==> src/rtl/wb_dma_arbiter.sv <==
// Two-master Wishbone arbiter that shares one slave between a CPU (m0) and a
// DMA engine (m1). Each grant covers exactly one single-beat transfer. The DMA
// normally wins, but only for a bounded run of grants while the CPU is waiting.
// A per-grant ack timeout aborts a transfer the slave never answers.
module wb_dma_arbiter #(
  parameter int unsigned STARVE_LIMIT = 4,
  parameter int unsigned TIMEOUT      = 255
) (
  input  logic        wb_clk_i,
  input  logic        wb_rst_i,
  input  logic        m0_cyc_i,
  input  logic        m0_stb_i,
  input  logic        m0_we_i,
  input  logic [3:0]  m0_sel_i,
  input  logic [31:0] m0_adr_i,
  input  logic [31:0] m0_dat_i,
  output logic        m0_ack_o,
  output logic        m0_err_o,
  output logic [31:0] m0_dat_o,
  input  logic        m1_cyc_i,
  input  logic        m1_stb_i,
  input  logic        m1_we_i,
  input  logic [3:0]  m1_sel_i,
  input  logic [31:0] m1_adr_i,
  input  logic [31:0] m1_dat_i,
  output logic        m1_ack_o,
  output logic        m1_err_o,
  output logic [31:0] m1_dat_o,
  output logic        s_cyc_o,
  output logic        s_stb_o,
  output logic        s_we_o,
  output logic [3:0]  s_sel_o,
  output logic [31:0] s_adr_o,
  output logic [31:0] s_dat_o,
  input  logic [31:0] s_dat_i,
  input  logic        s_ack_i,
  output logic [1:0]  gnt_o
);

  typedef enum logic [1:0] {
    IDLE   = 2'd0,
    GNT_M0 = 2'd1,
    GNT_M1 = 2'd2,
    BUBBLE = 2'd3
  } state_e;

  localparam logic [2:0] StarveMax  = 3'(STARVE_LIMIT);
  localparam logic [7:0] TimeoutMax = 8'(TIMEOUT);

  state_e     state_q, state_d;
  logic [2:0] starveCnt_q, starveCnt_d;
  logic [7:0] tmoCnt_q, tmoCnt_d;
  logic [1:0] gnt_q, gnt_d;
  logic       req0, req1;
  logic       grantCyc;
  logic       timedOut;

  assign req0     = m0_cyc_i & m0_stb_i;
  assign req1     = m1_cyc_i & m1_stb_i;
  assign m0_dat_o = s_dat_i;
  assign m1_dat_o = s_dat_i;
  assign gnt_o    = gnt_q;

  // The owner's cyc line; low while granted means the master walked away.
  always_comb begin
    grantCyc = 1'b0;
    if (state_q == GNT_M0) begin
      grantCyc = m0_cyc_i;
    end else if (state_q == GNT_M1) begin
      grantCyc = m1_cyc_i;
    end
  end

  // Timeout only counts for a live transfer; a same-cycle ack wins over it.
  assign timedOut = grantCyc & ~s_ack_i & (tmoCnt_q == TimeoutMax);

  // Route the owning master onto the slave bus and return ack/err to it alone.
  always_comb begin
    s_cyc_o  = 1'b0;
    s_stb_o  = 1'b0;
    s_we_o   = 1'b0;
    s_sel_o  = 4'h0;
    s_adr_o  = 32'h0;
    s_dat_o  = 32'h0;
    m0_ack_o = 1'b0;
    m0_err_o = 1'b0;
    m1_ack_o = 1'b0;
    m1_err_o = 1'b0;
    case (state_q)
      GNT_M0: begin
        s_cyc_o  = m0_cyc_i;
        s_stb_o  = m0_stb_i;
        s_we_o   = m0_we_i;
        s_sel_o  = m0_sel_i;
        s_adr_o  = m0_adr_i;
        s_dat_o  = m0_dat_i;
        m0_ack_o = s_ack_i;
        m0_err_o = timedOut;
      end
      GNT_M1: begin
        s_cyc_o  = m1_cyc_i;
        s_stb_o  = m1_stb_i;
        s_we_o   = m1_we_i;
        s_sel_o  = m1_sel_i;
        s_adr_o  = m1_adr_i;
        s_dat_o  = m1_dat_i;
        m1_ack_o = s_ack_i;
        m1_err_o = timedOut;
      end
      default: begin
      end
    endcase
  end

  // Arbitration, grant release and the starvation / timeout counters.
  always_comb begin
    state_d     = state_q;
    starveCnt_d = starveCnt_q;
    tmoCnt_d    = tmoCnt_q;
    case (state_q)
      IDLE: begin
        if (req1 && (!req0 || (starveCnt_q < StarveMax))) begin
          state_d  = GNT_M1;
          tmoCnt_d = 8'h0;
          if (req0) begin
            starveCnt_d = (starveCnt_q == 3'd7) ? 3'd7 : starveCnt_q + 3'd1;
          end else begin
            starveCnt_d = 3'd0;
          end
        end else if (req0) begin
          state_d     = GNT_M0;
          tmoCnt_d    = 8'h0;
          starveCnt_d = 3'd0;
        end
      end
      GNT_M0, GNT_M1: begin
        if (s_ack_i || !grantCyc || timedOut) begin
          state_d = BUBBLE;
        end else begin
          tmoCnt_d = tmoCnt_q + 8'h1;
        end
      end
      BUBBLE: begin
        state_d = IDLE;
      end
      default: begin
        state_d = IDLE;
      end
    endcase
  end

  // The grant vector is decoded from the next state so it is a clean register.
  always_comb begin
    case (state_d)
      GNT_M0:  gnt_d = 2'b01;
      GNT_M1:  gnt_d = 2'b10;
      default: gnt_d = 2'b00;
    endcase
  end

  // State and counter registers.
  always_ff @(posedge wb_clk_i or posedge wb_rst_i) begin
    if (wb_rst_i) begin
      state_q     <= IDLE;
      starveCnt_q <= 3'd0;
      tmoCnt_q    <= 8'h0;
      gnt_q       <= 2'b00;
    end else begin
      state_q     <= state_d;
      starveCnt_q <= starveCnt_d;
      tmoCnt_q    <= tmoCnt_d;
      gnt_q       <= gnt_d;
    end
  end

endmodule

==> config.mk <==
export PLATFORM = sky130hd
export DESIGN_NAME = wb_dma_arbiter
export DESIGN_NICKNAME = d
export VERILOG_FILES = /design/src/rtl/wb_dma_arbiter.sv
export SDC_FILE = /design/constraint.sdc
export NUM_CORES = 1
export LEC_CHECK = 0
export ABC_AREA = 1
export ABC_CLOCK_PERIOD_IN_PS = 1720
export CORE_AREA = 5 5 120 122
export DETAILED_ROUTE_END_ITERATION = 16
export DIE_AREA = 0 0 125 127
export PLACE_DENSITY = 0.7
export SLEW_MARGIN = 20
export SYNTH_ARGS = -nofsm -noshare
export SYNTH_HDL_FRONTEND = slang
export SYNTH_SLANG_ARGS = --single-unit
==> constraint.sdc <==
create_clock -name wb_clk_i -period 1.72 [get_ports wb_clk_i]
set_input_delay 0.344 -clock wb_clk_i [delete_from_list [all_inputs] [get_ports wb_clk_i]]
set_output_delay 0.344 -clock wb_clk_i [all_outputs]
set_load 0.005 [all_outputs]
# --- Word level (Yosys, flattened, before mapping) ---
# Index checks and enable logic that the tools add are counted.
word_totals:
  rom_bits: 0
  ramBits: 0
  latch_bits: 0
  elab_cells: 58
  ff_bits: 15
  in_bits: 177
  memories: 0
  out_inout_bits: 141
classes:
  n_eq_ne: 9
  n_lt_le_gt_ge: 1
  add_sub_neg: 2
  mux: 25
  div: 0
  multipliers: 0
  shifts: 0
  n_reduce_logical: 12
  n_bitwise: 5
ops:
  columns: ["cell", "count"]
  rows:
  - ["32-bit one-hot mux with 2 select lines", 2]
  - ["8-bit 2-to-1 mux", 3]
  - ["8-bit one-hot mux with 2 select lines", 1]
  - ["3-bit 2-to-1 mux", 4]
  - ["8-bit by 1-bit adder with 8-bit output (second input constant)", 1]
  - ["8-bit equality test (second input constant)", 1]
  - ["4-bit one-hot mux with 2 select lines", 1]
  - ["2-bit equality test (second input constant)", 3]
  - ["1-bit 2-to-1 mux", 6]
  - ["2-bit 2-to-1 mux", 3]
  - ["1-bit one-hot mux with 2 select lines", 3]
  - ["2-bit one-hot mux with 3 select lines", 1]
  - ["1-bit bitwise AND", 4]
  - ["2-bit by 1-bit equality test with 1-bit output (second input constant)", 2]
  - ["2-bit one-hot mux with 2 select lines", 1]
  - ["2-bit nonzero test", 2]
  - ["3-bit by 1-bit adder with 3-bit output (second input constant)", 1]
  - ["3-bit equality test (second input constant)", 1]
  - ["1-bit logical OR", 3]
  - ["3-bit < comparator (second input constant)", 1]
  - ["3-bit != test (second input constant)", 1]
  - ["3-bit AND reduction", 1]
  - ["1-bit zero test", 2]
  - ["2-bit zero test", 1]
  - ["5 further kinds", 5]

# --- Longest topological paths before layout ---
# Gate-level depths: netlist of the first run.
logic_depth:
  ltp_word: 10
  depth_mapped: 12
  depth_no_buf: 11

# --- Least setup slack after synthesis of the first run ---
# OpenSTA, ideal clock, no wires.
synth_timing:
  path_type: "flip-flop to output port"
  start: "register state_q[1]"
  end: "output port s_adr_o[19]"
  stages_incl_launch_ff: 7
  path_buffers: 2
  arrival_ns: 1.284
  slack_ns: 0.092
  required_time_ns: 1.376
  cell_sequence: "dfrtp_1 -> inv_1 -> ha_1 -> buf_2 -> clkbuf_1 -> nand2_1 -> a21oi_1"
synth_between:
  elab_chain_cells: 2
  elab_cells_between_ends: 3
  classes_between: "eq/ne (2); mux (1)"
synth_rtl:
  columns: ["element", "line", "text"]
  rows:
  - ["start: declaration", "50", "state_e state_q, state_d;"]
  - ["start signal: assignment", "169", "state_q <= state_d;"]
  - ["2-bit equality test / 2-bit by 1-bit equality test with 1-bit output (equally long branches)", "89", "case (state_q)"]
  - ["32-bit one-hot mux with 2 select lines *", "89", null]
  - ["end: declaration", "33", "output logic [31:0] s_adr_o,"]
# Mark *: on every way between the ends. The rest lies on a longest branch, timed or not.

# --- Worst setup path in the final report of the first run ---
layout_timing:
  start: "register state_q[0]"
  end: "output port s_dat_o[25]"
layout_between:
  elab_chain_cells: 2
  elab_cells_between_ends: 3
  classes_between: "eq/ne (2); mux (1)"
layout_rtl:
  columns: ["element", "line", "text"]
  rows:
  - ["2-bit equality test / 2-bit by 1-bit equality test with 1-bit output (equally long branches)", "89", null]
  - ["32-bit one-hot mux with 2 select lines *", "89", null]
  - ["end: declaration", "34", "output logic [31:0] s_dat_o,"]
# Marks and branches as above.

==> run summary, run 1 <==
Num rows: 42
Count of pins over their slew limit: 0
Synthesized instance count: 443
Crit start category: flip-flop
Post-DP Area: 0.00477 sq mm
Setup violations, final: 83
Synth area leaders: nand2_1, buf_4, a21oi_1
Failing checks: setup timing
Hold crit path type: in2async
Clk Latency, worst-skew pair: 0.25 ns
FFs w/ async S/R, synth: 1.00
Share of the synthesized area in the top cell type: 0.277
Cts hold-fix bufs: 0
Post-synthesis net count: 625
Core area: 0.0131 sq mm
Initial antenna violation count: 0
Routed WL: 15,700 um
Number of synthesized flops with an enable pin: 0
Post-route ant nets: 0
GRT overflow: 0
Area of the multi-input gates: 0.00194 sq mm
Register area share after synthesis: 0.152
Final-report hold violation count: 0
# IOs: 318
Yosys warning total: 0
Hold slack: 0.400 ns
Power Density: 1730 mW/mm^2
Area Overhead vs Synth: 132%
TNS Setup: -22.14 ns
Clk buf depth: 2
GRT Resource Usage Total: 0.173
Crit-path max FO: 10
Final nets: 849
GP Congestion: 0.878
Layout Skew: 0.00199 ns
Outcome: finished with violations
Synth area leader: nand2_1
Fmax: 479 MHz
Most frequent cells after synthesis: nand2_1, a21oi_1, buf_4
CTS sink count: 15
Number of synthesized register bits: 15
Syn_area_per_cell: 5.59 sq um
First-pass GRT wire length: 22,100 um
DP HPWL: 10,500 um
Die Y: 127 um
Crit. End Element: output pin
Leak Pwr: 2.48 nW
Maximum VDD drop: 0.951 mV
Netlist Area Pre-Place: 0.00248 sq mm
Final min period: 2.09 ns
Clock root buffer: clkbuf_16
Port Buffers: 221
Most used standard cell by instance count after synthesis: nand2_1
Sequential standard cell area: 375 sq um
Final Cycle Share: 1.21
Setup WS post-layout: -0.369 ns
Place WS: -0.547 ns
RSZ-0062 raised after global routing: true
CTS Buf Count: 3
Required @ worst endpoint: 1.38 ns
DR WL/cell: 18.7 um
Final Cell Area: 0.00574 sq mm
Pin count of the biggest net entering global routing: 18
Vias in the first global route: 3,694
Tightest Pin Transition: 0.367 ns
H-tree depth: 1
Fillers: 1,269
CTS tree: yes
Critical path arrival: 1.75 ns
Drt first-iter violations: 104
Initial Util: 0.189
Layout cell share with drive strength beyond 1: 0.441
Prevailing post-synth register cell: dfrtp_1
# Max-Cap Violations: 0
Via/cell ratio: 4.42
Die W: 125 um
Area of the die: 0.0159 sq mm
1st-pass router iterations: 4
Post-synth cell types: 23
Relative slew margins: 0.755
Worst Path Class, Setup: reg2out
Clk pin slew, worst setup/hold paths: 0.05 ns
DRC: 0
Via count: 3,720
Antenna cells: 0
-- cell families after synthesis --
logic type | share of synthesized area
flip-flops | 0.152
AND/OR/NAND/NOR | 0.360
buffers and inverters | 0.281
adder cells (fa/ha/maj) | 0.0253
AO/OA/AOI/OAI | 0.182
-- cell type report --
class | instances | share of cell area
Tap cell | 176 | 0.0384
Clock buffer | 4 | 0.0137
Inverter | 24 | 0.0170
Timing Repair inverter | 1 | 0.00153
Multi-Input combinational cell | 316 | 0.339
Timing Repair Buffer | 306 | 0.525
Sequential cell | 15 | 0.0654
-- worst max-delay path, stage by stage, from the launching register on --
cell,delay [ns]
dfrtp_1,0.40
inv_2,0.08
buf_6,0.12
ha_4,0.33
inv_8,0.08
buf_6,0.16
a21oi_2,0.11
clkdlybuf4s15_2,0.22
-- what timing repair did --
| item | in CTS | in global routing |
|---|---|---|
| setup buffers | 23 | 6 |
| pin swaps | 21 | 28 |
| setup endpoints to repair | 78 | 87 |
| gates resized for setup | 404 | 79 |
| cloned | 12 | 3 |
-- routing by layer --
metal | global-route usage | wire length, um | up-vias
met3 | 0.0609 | 1390 | 13
met2 | 0.291 | 7660 | 211
met5 | 0 | 0 | -
li1 | - | - | 1802
met4 | 0.0242 | 154 | 0
met1 | 0.221 | 6530 | 1694
-- state kept, by name, summed over array words and instances (netlist names) --
name / count
tmoCnt_q: 8
gnt_o: 2
starveCnt_q: 3
state_q: 2
-- power by group --
group | total, W | switching (W) | leakage [nW] | internal (W)
logic | 0.00895 | 0.00442 | 2.24 | 0.00453
clock network | 0.000459 | 0.000145 | 0.0382 | 0.000314
registers | 0.000499 | 0.0000542 | 0.201 | 0.000445
-- cells in the final DEF, fill, tap and decap left out, types with 3 or more instances in the layout --
| cell type | instances |
|---|---|
| clkdlybuf4s15_2 | 6 |
| nand2_2 | 46 |
| a21oi_2 | 51 |
| dfrtp_1 | 15 |
| inv_2 | 4 |
| buf_16 | 8 |
| nand2_4 | 9 |
| buf_4 | 37 |
| nor2_2 | 3 |
| clkbuf_16 | 6 |
| a21oi_1 | 23 |
| nand3_1 | 12 |
| a21oi_4 | 6 |
| nand2_8 | 3 |
| o21ai_0 | 5 |
| clkdlybuf4s50_1 | 146 |
| buf_8 | 3 |
| ha_4 | 3 |
| inv_1 | 19 |
| nor2_1 | 15 |
| buf_12 | 14 |
| nand2_1 | 129 |
| buf_2 | 67 |
| buf_6 | 22 |
-- through the flow --
step | total power, W | utilization | instances
3_3_place_gp | 0.00647 | 0.364 | 798
3_5_place_dp | 0.00647 | 0.364 | 798
6_report | 0.00991 | 0.438 | 842
2_1_floorplan | 0.00317 | - | 443
4_1_cts | 0.00912 | 0.418 | 837
5_1_grt | 0.0105 | 0.438 | 842
-- worst paths after layout --
check                           slack (ns)        endpoint  depth (start not counted)      startpoint
min in group wb_clk_i                 0.55  starveCnt_q[1]                          2  starveCnt_q[1]
max in group asynchronous             1.14     tmoCnt_q[2]                          3        wb_rst_i
worst max register to register       -0.09     tmoCnt_q[4]                         13      state_q[0]
worst max-delay path                 -0.37     s_dat_o[25]                          7      state_q[0]
worst min register to register        0.55  starveCnt_q[1]                          2  starveCnt_q[1]
worst min-delay path                  0.40        gnt_o[1]                          3        wb_rst_i
Note: power is estimated with default switching activity, not from simulation.
==> inputs of run 2 (changes only) <==
--- a/config.mk
+++ b/config.mk
@@ -6,7 +6,6 @@
 export NUM_CORES = 1
 export LEC_CHECK = 0
 export ABC_AREA = 1
-export ABC_CLOCK_PERIOD_IN_PS = 1720
 export CORE_AREA = 5 5 120 122
 export DETAILED_ROUTE_END_ITERATION = 16
 export DIE_AREA = 0 0 125 127
==> results of run 2 <==
Same layout as run 1: the final DEF is identical, and so are final timing and power.
